## config.mk

```make
export PLATFORM = sky130hd
export DESIGN_NAME = mult_share_arbiter
export DESIGN_NICKNAME = d
export VERILOG_FILES = /design/src/rtl/mult_share_arbiter_pkg.sv /design/src/rtl/mult_share_arbiter_wallace.sv /design/src/rtl/mult_share_arbiter.sv
export SDC_FILE = /design/constraint.sdc
export NUM_CORES = 1
export LEC_CHECK = 0
export CORE_MARGIN = 1.5
export CORE_UTILIZATION = 44
export DETAILED_ROUTE_END_ITERATION = 8
export PLACE_DENSITY_LB_ADDON = 0.12
export SYNTH_ARGS = -nofsm -noshare
export SYNTH_HDL_FRONTEND = slang
export SYNTH_SLANG_ARGS = --single-unit
```

## constraint.sdc

```tcl
create_clock -name clk -period 5.64 [get_ports clk]
set_input_delay 0.564 -clock clk [delete_from_list [all_inputs] [get_ports clk]]
set_output_delay 0.564 -clock clk [all_outputs]
set_load 0.005 [all_outputs]
```

## src/rtl/mult_share_arbiter_pkg.sv

```systemverilog
// -----------------------------------------------------------------------------
// mult_share_arbiter_pkg
// Shared constants and width helpers for the shared-multiplier arbiter.
//   WIDTH_DEF / N_REQ_DEF : default operand width and requester count
//   id_width()            : requester index width (at least one bit)
//   s1_entry_width()      : packed S1 entry {a, b, id}
//   s2_entry_width()      : packed S2 entry {product, id}
// -----------------------------------------------------------------------------
package mult_share_arbiter_pkg;

  localparam int WIDTH_DEF = 8;
  localparam int N_REQ_DEF = 4;

  // A single requester still needs a one-bit id field to keep ports legal.
  function automatic int id_width(input int n_req);
    return (n_req > 1) ? $clog2(n_req) : 1;
  endfunction

  function automatic int s1_entry_width(input int width, input int n_req);
    return (2 * width) + id_width(n_req);
  endfunction

  function automatic int s2_entry_width(input int width, input int n_req);
    return (2 * width) + id_width(n_req);
  endfunction

  localparam int IDW_DEF = id_width(N_REQ_DEF);
  localparam int S1W_DEF = s1_entry_width(WIDTH_DEF, N_REQ_DEF);
  localparam int S2W_DEF = s2_entry_width(WIDTH_DEF, N_REQ_DEF);

endpackage

```

## src/rtl/mult_share_arbiter_wallace.sv

```systemverilog
// -----------------------------------------------------------------------------
// Wallace_Tree_Multiplier
// Combinational unsigned multiplier. Partial products are reduced with layers
// of 3:2 carry-save compressors until two rows remain, then summed once.
//   a_i       : multiplicand, width bits
//   b_i       : multiplier, width bits
//   product_o : unsigned a_i * b_i, 2*width bits
// -----------------------------------------------------------------------------
module Wallace_Tree_Multiplier #(
  parameter int width = 8
) (
  input  logic [width-1:0]   a_i,
  input  logic [width-1:0]   b_i,
  output logic [2*width-1:0] product_o
);

  localparam int PW = 2 * width;
  // Row storage needs room for at least two rows for the final adder.
  localparam int NR = (width < 2) ? 2 : width;

  // The row count only depends on width, so every loop and index below folds
  // to a fixed compressor network at elaboration.
  function automatic logic [PW-1:0] wallace_mul(input logic [width-1:0] a,
                                                input logic [width-1:0] b);
    logic [PW-1:0] rows [NR];
    logic [PW-1:0] nxt  [NR];
    logic [PW-1:0] x;
    logic [PW-1:0] y;
    logic [PW-1:0] z;
    int cnt;
    int grp;
    int rem;
    for (int i = 0; i < NR; i++) begin
      rows[i] = '0;
      nxt[i]  = '0;
    end
    for (int i = 0; i < width; i++) begin
      rows[i] = b[i] ? (PW'(a) << i) : '0;
    end
    cnt = width;
    for (int lvl = 0; lvl < NR; lvl++) begin
      if (cnt > 2) begin
        grp = cnt / 3;
        rem = cnt - (3 * grp);
        for (int j = 0; j < NR; j++) begin
          nxt[j] = '0;
        end
        for (int g = 0; g < NR / 3; g++) begin
          if (g < grp) begin
            x = rows[3*g];
            y = rows[3*g+1];
            z = rows[3*g+2];
            nxt[2*g]   = x ^ y ^ z;
            // The carry out of the top column is dropped: the true product
            // always fits in PW bits, so the modular sum stays exact.
            nxt[2*g+1] = ((x & y) | (x & z) | (y & z)) << 1;
          end
        end
        for (int r = 0; r < 2; r++) begin
          if (r < rem) begin
            nxt[2*grp+r] = rows[3*grp+r];
          end
        end
        rows = nxt;
        cnt  = (2 * grp) + rem;
      end
    end
    return rows[0] + rows[1];
  endfunction

  assign product_o = wallace_mul(a_i, b_i);

endmodule

```

## src/rtl/mult_share_arbiter.sv

```systemverilog
// -----------------------------------------------------------------------------
// mult_share_arbiter
// N_REQ requesters share one multiplier through a round-robin arbiter and a
// two-stage pipeline (S1 = operands, S2 = result).
//   clk, rst_n  : clock, asynchronous active-low reset
//   req_valid   : per-requester request
//   req_ready   : per-requester accept, at most one bit high
//   req_a/req_b : packed operands, requester i at [i*WIDTH +: WIDTH]
//   res_valid   : result available; res_ready : consumer accept
//   res_product : unsigned product; res_id : issuing requester
//   busy        : any pipeline stage occupied
//   done_count  : completed results, wrapping 16-bit counter
// -----------------------------------------------------------------------------
module mult_share_arbiter
  import mult_share_arbiter_pkg::*;
#(
  parameter  int WIDTH = WIDTH_DEF,
  parameter  int N_REQ = N_REQ_DEF,
  localparam int IDW   = id_width(N_REQ)
) (
  input  logic                   clk,
  input  logic                   rst_n,
  input  logic [N_REQ-1:0]       req_valid,
  output logic [N_REQ-1:0]       req_ready,
  input  logic [N_REQ*WIDTH-1:0] req_a,
  input  logic [N_REQ*WIDTH-1:0] req_b,
  output logic                   res_valid,
  input  logic                   res_ready,
  output logic [2*WIDTH-1:0]     res_product,
  output logic [IDW-1:0]         res_id,
  output logic                   busy,
  output logic [15:0]            done_count
);

  localparam int PW  = 2 * WIDTH;
  localparam int S1W = s1_entry_width(WIDTH, N_REQ);
  localparam int S2W = s2_entry_width(WIDTH, N_REQ);
  localparam logic [IDW:0] NREQ_W = (IDW+1)'(N_REQ);

  // S1 entry is {a, b, id}; S2 entry is {product, id}.
  logic [S1W-1:0]   s1_entry_q, s1_entry_d;
  logic             s1_valid_q, s1_valid_d;
  logic [S2W-1:0]   s2_entry_q, s2_entry_d;
  logic             res_valid_q, res_valid_d;
  logic [IDW-1:0]   ptr_q, ptr_d;
  logic [15:0]      done_count_q, done_count_d;

  logic             s2_can_load_s;
  logic             s1_can_load_s;
  logic             req_fire_s;
  logic             res_fire_s;
  logic             grant_found_s;
  logic [IDW-1:0]   grant_s;
  logic [IDW:0]     scan_sum_s;
  logic [IDW-1:0]   scan_idx_s;
  logic [IDW:0]     ptr_inc_s;
  logic [WIDTH-1:0] sel_a_s;
  logic [WIDTH-1:0] sel_b_s;
  logic [WIDTH-1:0] s1_a_s;
  logic [WIDTH-1:0] s1_b_s;
  logic [IDW-1:0]   s1_id_s;
  logic [PW-1:0]    mult_p_s;

  assign s1_a_s  = s1_entry_q[S1W-1 -: WIDTH];
  assign s1_b_s  = s1_entry_q[IDW +: WIDTH];
  assign s1_id_s = s1_entry_q[IDW-1:0];

  Wallace_Tree_Multiplier #(
    .width(WIDTH)
  ) u_mult (
    .a_i      (s1_a_s),
    .b_i      (s1_b_s),
    .product_o(mult_p_s)
  );

  // Round-robin scan: first valid requester at or above ptr, modulo N_REQ.
  always_comb begin
    grant_found_s = 1'b0;
    grant_s       = '0;
    scan_sum_s    = '0;
    scan_idx_s    = '0;
    for (int k = 0; k < N_REQ; k++) begin
      scan_sum_s = {1'b0, ptr_q} + (IDW+1)'(k);
      if (scan_sum_s >= NREQ_W) begin
        scan_sum_s = scan_sum_s - NREQ_W;
      end else begin
        scan_sum_s = scan_sum_s;
      end
      scan_idx_s = scan_sum_s[IDW-1:0];
      if (!grant_found_s && req_valid[scan_idx_s]) begin
        grant_found_s = 1'b1;
        grant_s       = scan_idx_s;
      end else begin
        grant_found_s = grant_found_s;
      end
    end
  end

  // Operand mux for the granted requester.
  always_comb begin
    sel_a_s = '0;
    sel_b_s = '0;
    for (int i = 0; i < N_REQ; i++) begin
      if (grant_s == IDW'(i)) begin
        sel_a_s = req_a[i*WIDTH +: WIDTH];
        sel_b_s = req_b[i*WIDTH +: WIDTH];
      end else begin
        sel_a_s = sel_a_s;
      end
    end
  end

  // Handshakes; ready is gated by rst_n so nothing is accepted during reset.
  always_comb begin
    s2_can_load_s = !res_valid_q || res_ready;
    s1_can_load_s = !s1_valid_q || s2_can_load_s;
    req_fire_s    = grant_found_s && s1_can_load_s;
    res_fire_s    = res_valid_q && res_ready;
    for (int i = 0; i < N_REQ; i++) begin
      req_ready[i] = rst_n && req_fire_s && (grant_s == IDW'(i));
    end
  end

  // Next-state for both stages, the arbitration pointer and the counter.
  always_comb begin
    s1_valid_d   = s1_valid_q;
    s1_entry_d   = s1_entry_q;
    res_valid_d  = res_valid_q;
    s2_entry_d   = s2_entry_q;
    ptr_d        = ptr_q;
    done_count_d = done_count_q;
    ptr_inc_s    = {1'b0, grant_s} + {{IDW{1'b0}}, 1'b1};

    if (s1_can_load_s) begin
      s1_valid_d = req_fire_s;
      if (req_fire_s) begin
        s1_entry_d = {sel_a_s, sel_b_s, grant_s};
      end else begin
        s1_entry_d = s1_entry_q;
      end
    end else begin
      s1_valid_d = s1_valid_q;
    end

    // S2 reloads from S1 in the same edge it drains.
    if (s2_can_load_s) begin
      res_valid_d = s1_valid_q;
      if (s1_valid_q) begin
        s2_entry_d = {mult_p_s, s1_id_s};
      end else begin
        s2_entry_d = s2_entry_q;
      end
    end else begin
      res_valid_d = res_valid_q;
    end

    if (req_fire_s) begin
      ptr_d = (ptr_inc_s == NREQ_W) ? '0 : ptr_inc_s[IDW-1:0];
    end else begin
      ptr_d = ptr_q;
    end

    if (res_fire_s) begin
      done_count_d = done_count_q + 16'd1;
    end else begin
      done_count_d = done_count_q;
    end
  end

  // State registers with asynchronous clear of everything in flight.
  always_ff @(posedge clk or negedge rst_n) begin
    if (!rst_n) begin
      s1_valid_q   <= 1'b0;
      s1_entry_q   <= '0;
      res_valid_q  <= 1'b0;
      s2_entry_q   <= '0;
      ptr_q        <= '0;
      done_count_q <= 16'd0;
    end else begin
      s1_valid_q   <= s1_valid_d;
      s1_entry_q   <= s1_entry_d;
      res_valid_q  <= res_valid_d;
      s2_entry_q   <= s2_entry_d;
      ptr_q        <= ptr_d;
      done_count_q <= done_count_d;
    end
  end

  assign res_valid   = res_valid_q;
  assign res_product = s2_entry_q[S2W-1 -: PW];
  assign res_id      = s2_entry_q[IDW-1:0];
  assign busy        = s1_valid_q | res_valid_q;
  assign done_count  = done_count_q;

endmodule
```

==> results.py <==
metrics = {
    "run_status": {
        "status": "completed",
    },
    "global_route": {
        "antenna_found_initial": 0,
        "grt_pass1_vias": 4137,
        "overflow": 0,
        "grt_pass1_wl_um": 19160,
        "grt_use_total_pct": 20.79,
        "grt_max_degree": 35,
    },
    "timing": {
        "timing.final.crit_share_pct": 77.47,
        "fin_crit_ns": 4.369,
        "max_freq_ghz": 0.2289,
        "setup_viol": 0,
        "slew_viol_final": 0,
        "setup_tns_ns": 0,
        "slew_headroom_pct": 30.24,
        "skew_ns": 0.01483,
        "hold_violations": 0,
        "worst_slew_pin_slew_ns": 1.044,
        "rsz0062_at_grt": "no",
    },
    "worst_setup_path": {
        "path_delay_family": "adder cells",
        "cp_max_fo": 9,
        "crit_required_ns": 5.85,
        "crit_buf_inv": 1,
        "cp_cell_sequence": "nand2_1, fa_1, fa_1, fa_1, inv_1, ha_1, ha_1, fa_1, a211o_1, a211oi_1, or4b_1, nand4_1",
        "crit_slowest_cell": "fa_1",
        "crit_path_frequent_cell": "fa_1",
        "end_kind": "flop",
        "startpoint_type": "flop",
        "critPathKind": "flop to flop",
        "crit_arrival_ns": 4.58,
        "cpPeakStageDelay_ns": 0.54,
    },
    "clock_network": {
        "clock_sinks": 56,
        "postCtsSetupRepairBufs": 0,
        "cts_buffers": 5,
        "clockBufferDepth": 2,
        "post_cts_resized": 0,
        "cts_root_buffer": "clkbuf_8",
        "clk_latency_ns": 0.33,
        "hold_buffers": 0,
        "cts_tree": "yes",
        "cts_max_level": 2,
        "clkTransAtPathRegs_ns": 0.12,
    },
    "synthesis": {
        "ys_ff_latch": 56,
        "synth_flop_cell": "dfrtp_1",
        "synthMostInstantiatedCell": "nand2_1",
        "async_flop_share_pct": 100.0,
        "yosysSeqAreaShare_pct": 29.64,
        "synth_nets": 659,
        "synth_top_area_share_pct": 29.64,
        "synthCells": 518,
        "synth_area_leaders": "dfrtp_1, fa_1, ha_1",
        "synth.avg_cell_area_um2": 9.128,
        "synth_commonest_cells": "nand2_1, dfrtp_1, inv_1",
        "synth_edf_count": 0,
        "syn-cell-area_um2": 4728,
        "yosysWarnings": 0,
        "ys_types": 52,
        "netlist.top_cell.by_area": "dfrtp_1",
    },
    "hold_path": {
        "hold_path.class": "input port to async pin",
    },
    "placement": {
        "hpwl_um": 8848,
        "portBuffers": 110,
        "placedCellCount": 737,
        "globalplace.congestion": 0.8283,
    },
    "route": {
        "routed_wl_um": 11080,
        "drc_errors": 0,
        "post_drt_wl_per_cell_um": 14.88,
        "drt_iter0_drc": 160,
        "viasPerCell": 5.370,
        "vias": 4001,
        "postRouteAntennaNets": 0,
        "dr.pass1.iters": 4,
    },
    "die": {
        "start_util_pct": 45.60,
        "dieArea_um2": 11380,
        "core_region_area_um2": 10370,
        "die_width_um": 106.7,
        "ios": 111,
        "die_h_um": 106.7,
        "rows": 37,
    },
    "job": {
        "maxCapViolations": 0,
    },
    "cells_and_area": {
        "fillers": 978,
        "nets": 749,
        "num_antenna_cells": 0,
        "drive_gt1_share_pct": 3.777,
        "synthToLayoutAreaGrowth_pct": 26.65,
        "finalNonFillerCells": 745,
    },
}
-- metrics by stage --
step | cell area, um^2 | hold slack, ns | util (%) | setup slack (ns)
finish | 5988 | 0.2545 | 57.75 | 1.271
global route | 5988 | 0.2756 | 57.75 | 0.9676
CTS | 5988 | 0.2551 | 57.75 | 1.269
detailed placement | 5892 | 0.4547 | 56.82 | 1.278
global placement | 5892 | 0.4471 | 56.82 | 1.379
floorplan | 4728 | 0.2684 | - | 1.453
-- cell families (layout without fill, tap and decap cells) --
kind of cell    after synthesis  count (layout)  synth area share (%)
buf+inv                      77             168                 6.377
xor+xnor                     18              18                 3.334
compound gates              107             107                 15.59
simple gates                186             186                 19.40
fa+ha+maj                    70              70                 24.72
flops                        56              56                 29.64
mux                           4               4                0.9526
-- cell type report --
cell class                      instances  area [um^2]  share of cell area (%)
Clock buffer                            5        68.82                   1.149
Clock inverter                          3        27.53                  0.4597
Inverter                               47        176.4                   2.946
Multi-Input combinational cell        385         3025                   50.52
Sequential cell                        56         1401                   23.40
Tap cell                              136        170.2                   2.842
Timing Repair Buffer                  113         1119                   18.68
-- registers in the layout, summed over array words and instances (netlist names) --
name	flops
ptr_q	2
s1_entry_q	18
res_valid	1
done_count	16
s1_valid_q	1
s2_entry_q	18
-- layer usage --
layer	up-vias	global-route usage, %	share of wire (%)
li1	1940	-	-
met1	1976	28.01	46
met2	79	35.21	49
met3	6	3.343	4.1
met4	0	4.762	0.96
met5	-	0	0
-- path summary, 6_finish.rpt --
path / start / end / slack, ns / cells after the start
setup / recovery: s1_entry_q[15] / s2_entry_q[17] / 1.27 / 12
hold / removal: rst_n / s1_entry_q[1] / 0.25 / 1
setup reg to reg: s1_entry_q[15] / s2_entry_q[17] / 1.27 / 12
hold reg to reg: s2_entry_q[2] / s2_entry_q[2] / 0.48 / 2
max in group asynchronous: rst_n / done_count[9] / 4.51 / 2
min in group clk: s2_entry_q[2] / s2_entry_q[2] / 0.48 / 2
-- worst reg2reg max path, cell delays in order (launching register included) --
cell      delay [ns]
dfrtp_1         0.53
nand2_1         0.13
fa_1            0.53
fa_1            0.52
fa_1            0.54
inv_1           0.04
ha_1            0.29
ha_1            0.23
fa_1            0.44
a211o_1         0.34
a211oi_1        0.40
or4b_1          0.19
nand4_1         0.08
-- cell usage in the layout, fill, tap and decap left out, drive strengths merged, types with 4 or more instances in the layout --
cell | synthesis | layout
xnor2 | 11 | 11
inv | 47 | 48
and2 | 31 | 31
a21o | 5 | 5
and3 | 6 | 6
o21ai | 10 | 10
clkdlybuf4s50 | 0 | 109
o211ai | 18 | 18
nand3 | 10 | 10
a21oi | 38 | 38
dfrtp | 56 | 56
mux2 | 4 | 4
clkbuf | 21 | 5
a221o | 17 | 17
xor2 | 7 | 7
buf | 9 | 4
nor2 | 22 | 22
nand2 | 86 | 86
ha | 31 | 31
fa | 39 | 39
nand4 | 5 | 5
Power is left out: the tool's default activity adds up to more than one toggle a clock period on the data nets, which glitch-free logic cannot reach.
